$ cat src/rtl/csa_pipe.sv
// csa_pipe: pipelined carry-select adder with a valid/ready stream interface.
//
// The operand is split into BLK-bit blocks, and there is one pipeline stage per
// block (L = WIDTH/BLK stages). Each stage forms both candidate block sums, one
// for carry-in 0 and one for carry-in 1. The carry arriving at that block picks
// between them. The stage then registers:
//   - the growing finished sum,
//   - the carry into the next block,
//   - the operands, which later blocks still need.
// The registers of stage L-1 drive the outputs directly.
//
// Backpressure: a stage may load when it is empty or when the stage after it
// is able to move. The ready path ripples combinationally from out_ready to
// in_ready.
//
// WIDTH must be a multiple of BLK and at least BLK.
//
// Optional feature: define CSA_OVF_EN to add the signed-overflow output 'ovf'.
// With it, the operand sign bits travel down the pipe next to the data.
module csa_pipe #(
    parameter int WIDTH = 16,
    parameter int BLK   = 4
) (
    input  logic             clk,
    input  logic             rst,
    input  logic [WIDTH-1:0] x,
    input  logic [WIDTH-1:0] y,
    input  logic             cin,
    input  logic             in_valid,
    output logic             in_ready,
    output logic [WIDTH-1:0] s,
    output logic             cout,
`ifdef CSA_OVF_EN
    output logic             ovf,
`endif
    output logic             out_valid,
    input  logic             out_ready
);

    localparam int L = WIDTH / BLK;

    // Per-stage pipeline registers and their next-state values.
    logic [L-1:0]     v_q, v_d;
    logic [L-1:0]     c_q, c_d;
    logic [WIDTH-1:0] sum_q [L];
    logic [WIDTH-1:0] sum_d [L];
    logic [WIDTH-1:0] opx_q [L];
    logic [WIDTH-1:0] opx_d [L];
    logic [WIDTH-1:0] opy_q [L];
    logic [WIDTH-1:0] opy_d [L];

    // What each stage sees from upstream. Stage 0 sees the input port.
    logic [L-1:0]     up_v;
    logic [L-1:0]     up_c;
    logic [WIDTH-1:0] up_x   [L];
    logic [WIDTH-1:0] up_y   [L];
    logic [WIDTH-1:0] up_sum [L];

    // Carry-select candidates and the selected block result.
    logic [BLK:0]     sum0 [L];
    logic [BLK:0]     sum1 [L];
    logic [BLK:0]     blk  [L];

    // Ready chain. rdy[k] means stage k may load this cycle.
    logic [L-1:0]     rdy;
    logic             rdy_nxt;

`ifdef CSA_OVF_EN
    logic             xs_q  [L];
    logic             xs_d  [L];
    logic             ys_q  [L];
    logic             ys_d  [L];
    logic             up_xs [L];
    logic             up_ys [L];
    logic             ovf_q, ovf_d;
`endif

    // Ready ripples backwards: a stage can take new data if it is empty or its successor moves.
    always_comb begin
        rdy     = '0;
        rdy_nxt = out_ready;
        for (int k = L - 1; k >= 0; k--) begin
            rdy[k]  = !v_q[k] || rdy_nxt;
            rdy_nxt = rdy[k];
        end
    end

    assign in_ready = rdy[0] && !rst;

    // Route upstream sources: the input port feeds stage 0, and stage k-1 feeds stage k.
    always_comb begin
        up_v[0]   = in_valid;
        up_c[0]   = cin;
        up_x[0]   = x;
        up_y[0]   = y;
        up_sum[0] = '0;
`ifdef CSA_OVF_EN
        up_xs[0]  = x[WIDTH-1];
        up_ys[0]  = y[WIDTH-1];
`endif
        for (int k = 1; k < L; k++) begin
            up_v[k]   = v_q[k-1];
            up_c[k]   = c_q[k-1];
            up_x[k]   = opx_q[k-1];
            up_y[k]   = opy_q[k-1];
            up_sum[k] = sum_q[k-1];
`ifdef CSA_OVF_EN
            up_xs[k]  = xs_q[k-1];
            up_ys[k]  = ys_q[k-1];
`endif
        end
    end

    // Per-stage carry-select add. Load from upstream when ready, otherwise hold.
    always_comb begin
        v_d = v_q;
        c_d = c_q;
        for (int k = 0; k < L; k++) begin
            sum0[k]  = {1'b0, up_x[k][k*BLK +: BLK]} + {1'b0, up_y[k][k*BLK +: BLK]};
            sum1[k]  = {1'b0, up_x[k][k*BLK +: BLK]} + {1'b0, up_y[k][k*BLK +: BLK]}
                       + {{BLK{1'b0}}, 1'b1};
            blk[k]   = up_c[k] ? sum1[k] : sum0[k];
            sum_d[k] = sum_q[k];
            opx_d[k] = opx_q[k];
            opy_d[k] = opy_q[k];
`ifdef CSA_OVF_EN
            xs_d[k]  = xs_q[k];
            ys_d[k]  = ys_q[k];
`endif
            if (rdy[k]) begin
                v_d[k]                 = up_v[k];
                c_d[k]                 = blk[k][BLK];
                sum_d[k]               = up_sum[k];
                sum_d[k][k*BLK +: BLK] = blk[k][BLK-1:0];
                opx_d[k]               = up_x[k];
                opy_d[k]               = up_y[k];
`ifdef CSA_OVF_EN
                xs_d[k]                = up_xs[k];
                ys_d[k]                = up_ys[k];
`endif
            end else begin
                v_d[k] = v_q[k];
            end
        end
    end

`ifdef CSA_OVF_EN
    // Overflow: the operand signs agree, but the sign of the sum differs from them.
    always_comb begin
        if (rdy[L-1]) begin
            ovf_d = (up_xs[L-1] == up_ys[L-1]) && (sum_d[L-1][WIDTH-1] != up_xs[L-1]);
        end else begin
            ovf_d = ovf_q;
        end
    end
`endif

    // Pipeline state register. Reset empties every stage and zeroes the outputs.
    always_ff @(posedge clk) begin
        if (rst) begin
            v_q <= '0;
            c_q <= '0;
            for (int k = 0; k < L; k++) begin
                sum_q[k] <= '0;
                opx_q[k] <= '0;
                opy_q[k] <= '0;
`ifdef CSA_OVF_EN
                xs_q[k]  <= 1'b0;
                ys_q[k]  <= 1'b0;
`endif
            end
`ifdef CSA_OVF_EN
            ovf_q <= 1'b0;
`endif
        end else begin
            v_q <= v_d;
            c_q <= c_d;
            for (int k = 0; k < L; k++) begin
                sum_q[k] <= sum_d[k];
                opx_q[k] <= opx_d[k];
                opy_q[k] <= opy_d[k];
`ifdef CSA_OVF_EN
                xs_q[k]  <= xs_d[k];
                ys_q[k]  <= ys_d[k];
`endif
            end
`ifdef CSA_OVF_EN
            ovf_q <= ovf_d;
`endif
        end
    end

    assign s         = sum_q[L-1];
    assign cout      = c_q[L-1];
    assign out_valid = v_q[L-1];
`ifdef CSA_OVF_EN
    assign ovf       = ovf_q;
`endif

endmodule
$ cat config.mk
export PLATFORM = sky130hd
export DESIGN_NAME = csa_pipe
export DESIGN_NICKNAME = d
export VERILOG_FILES = /design/src/rtl/csa_pipe.sv
export SDC_FILE = /design/constraint.sdc
export NUM_CORES = 1
export LEC_CHECK = 0
export CORE_UTILIZATION = 30
export CTS_BUF_LIST = sky130_fd_sc_hd__clkbuf_8 sky130_fd_sc_hd__clkbuf_16
export CTS_CLUSTER_SIZE = 8
export DETAILED_ROUTE_END_ITERATION = 10
export PLACE_DENSITY = 0.47
export SETUP_SLACK_MARGIN = 0.5
export SLEW_MARGIN = 0
export SYNTH_ARGS = -nofsm -noshare
export SYNTH_HDL_FRONTEND = slang
export SYNTH_SLANG_ARGS = --single-unit
$ cat constraint.sdc
create_clock -name clk -period 3.3 [get_ports clk]
set_input_delay 0.66 -clock clk [delete_from_list [all_inputs] [get_ports clk]]
set_output_delay 0.66 -clock clk [all_outputs]
set_load 0.03 [all_outputs]
==> run summary <==
n_diodes -> 0
I/O pin count -> 56
post-CTS setup buffers -> 0
clock sinks -> 96
Clock power frac -> 38.6%
Synth cell types -> 28
Overflow after GRT -> 0
vias per cell -> 4.450
Combinational Power Share -> 11.0%
Post-DP HPWL -> 6182 µm
CP max-delay cell -> clkdlybuf4s50_1
PD cells -> 483.3 nW/µm²
Initial Util -> 31.19%
crit-path max FO -> 2
Clock Path Buffers -> 2
Core Footprint -> 14100 µm²
Max-slew headroom -> 25.56%
GRT Total Usage -> 12.92%
Cell Int Power -> 1901 µW
RSZ-0062 raised after global routing -> no
Final setup viols -> 0
H-tree depth -> 3
Root Buffer -> clkbuf_16
crit path capture type -> primary output
actual slew at the worst max-slew pin -> 1117 ps
synthesized area -> 4397 µm²
total CTS buffers -> 9
Critical Path Start Type -> input port
PortBufs -> 55
NumNets Final -> 621
Area Growth Syn to Fin -> 17.62%
Initial DRC Count -> 167
clock latency on the worst-skew pair -> 330 ps
synth top area cells -> dfxtp_1 44%, nand2_1 13%, a21oi_1 7.3%
fill count -> 1492
top cell type's share of synthesized area -> 43.71%
Avg WL per Cell -> 12.08 µm
Hold Crit Class -> flop to flop
vias -> 3306
Worst Skew -> 5.386 ps
Switching Fraction -> 23.95%
initial antenna violation count -> 0
Util after Layout -> 36.69%
flop2flop setup slack -> 1150 ps
Pleak -> 0.002093 µW
Synth Register Bits -> 96
pins over their slew limit -> 0
sequential area share after synthesis -> 43.71%
Tcrit/Tclk final -> 81.57%
footprint of the multi-input gates -> 2097 µm²
CTS tree -> done
MaxCap Viol Count -> 0
Clock transition at path regs -> 60 ps
pin count of the biggest net entering global routing -> 97
Die W -> 123.1 µm
Mean Syn Cell Area -> 8.157 µm²
# DRC -> 0
Non-Filler Instances -> 743
critical path cell sequence -> clkdlybuf4s50_1, nor2b_2, and3_1, and2_4, nor2_1, buf_2
row cnt -> 43
layout cell share with drive strength beyond 1 -> 7.282%
hold_ws -> 453.1 ps
fin crit period -> 2692 ps
Yosys top cell by area -> dfxtp_1
critical path data arrival time -> 2030 ps
drt total wl -> 8979 µm
Synth Warn # -> 0
post-route setup TNS -> 0 ps
DRT antenna net count -> 0
first-pass GRT wire length -> 15350 µm
Switch Pwr -> 598.6 µW
gpl congestion -> 0.7348
Die Span Y -> 123.1 µm
Fin. Hold Viols -> 0
die area -> 15140 µm²
Post-Place Cells -> 729
Sequential Power Share -> 50.4%
Worst EP required -> 2640 ps
register area -> 1922 µm²
VDD IR-drop max -> 0.2283 mV
Synth Net Count -> 600
number of global-route vias before repair -> 3140
outcome -> completed
overall power -> 2499 µW
critical path type -> input port to primary output
DR pass1 iterations -> 4
fmax -> 371.5 MHz
Post-Syn Instances -> 539
crit-path max cell delay -> 490 ps
## final cells by class
class | instances | area share [%]
Tap cell | 180 | 4.355
Inverter | 20 | 1.452
Sequential cell | 96 | 37.16
Multi-Input combinational cell | 373 | 40.55
Clock buffer | 11 | 4.887
Clock inverter | 3 | 0.3629
Timing Repair Buffer | 60 | 11.23
## critical path, delay by kind of cell
kind          cells  cell delay [ps]
simple gates      4              620
buf+inv           2              740
## repair_timing
action | CTS | global route
hold buffers | 0 | 0
setup endpoints to repair | 1 | 1
resized for setup | 3 | 2
## registers in the layout (all words and copies together), names as in the netlist
signal / count
c_q: 4
opy_q: 24
opx_q: 24
sum_q: 40
v_q: 4
## metal layers
layer	track usage, %	wire length (µm)	vias up
met2	18.86	3640	63
met5	0	0	-
met3	2.906	375	7
met4	4.970	116	0
li1	-	-	1783
met1	18.37	4847	1453
## layout by cell type (no fill, tap or decap), drive strengths merged, types with 2 or more instances in the layout
| cell | n |
|---|---|
| nand2 | 154 |
| dfxtp | 96 |
| a21oi | 80 |
| clkdlybuf4s50 | 53 |
| nor2 | 37 |
| inv | 20 |
| xnor2 | 20 |
| ha | 20 |
| a211oi | 20 |
| nor3 | 12 |
| clkbuf | 11 |
| a21o | 8 |
| buf | 7 |
| nand3 | 5 |
| xor2 | 4 |
| mux2i | 4 |
| fa | 4 |
| clkinv | 3 |
| and2 | 2 |
## stage by stage
step,setup slack (ps),instance area [µm²]
2_1_floorplan,738.4,4397
4_1_cts,517.6,5177
3_5_place_dp,172.8,4905
3_3_place_gp,136.4,4905
5_1_grt,555.0,5171
6_report,608.2,5171
## path summary, 6_finish.rpt
| path | startpoint | to | cells after the start |
|---|---|---|---|
| min | sum_q[0][17] | sum_q[0][17] | 2 |
| max | out_ready | in_ready | 6 |
| max reg2reg | opy_q[0][4] | c_q[1] | 10 |
| min reg2reg | sum_q[0][17] | sum_q[0][17] | 2 |
## power groups by stage
stage	clock, µW	combinational [µW]	sequential [µW]
2_1_floorplan	0	196	1270
3_3_place_gp	0	273	1280
3_5_place_dp	0	278	1290
4_1_cts	996	280	1260
5_1_grt	1050	309	1270
6_report	964	276	1260
## kinds of logic (layout without fill, tap and decap cells)
family,after synthesis,in the layout,share of synthesized area (%)
and+or+nand+nor,213,213,19.12
muxes,4,4,0.9107
DFF,96,96,43.71
xor gates and xnor gates,24,24,4.781
adders and majority gates,24,24,7.513
AOI/OAI and AO/OA,108,108,15.37
buffers and inverters,70,94,8.594
## synthesized netlist by cell type
master and n:
a211oi_1 19, a211oi_2 1, a21o_1 8, a21oi_1 64, a21oi_2 16, and2_1 1
and2_4 1, and3_1 1, buf_1 1, buf_2 8, buf_4 17, buf_6 4
buf_8 1, clkbuf_1 19, dfxtp_1 96, fa_1 4, ha_1 20, inv_1 20
mux2i_1 4, nand2_1 153, nand2_2 1, nand2b_1 1, nand3_1 5, nor2_1 37
nor2b_2 1, nor3_1 12, xnor2_1 20, xor2_1 4
(Power assumes the default switching activity.)
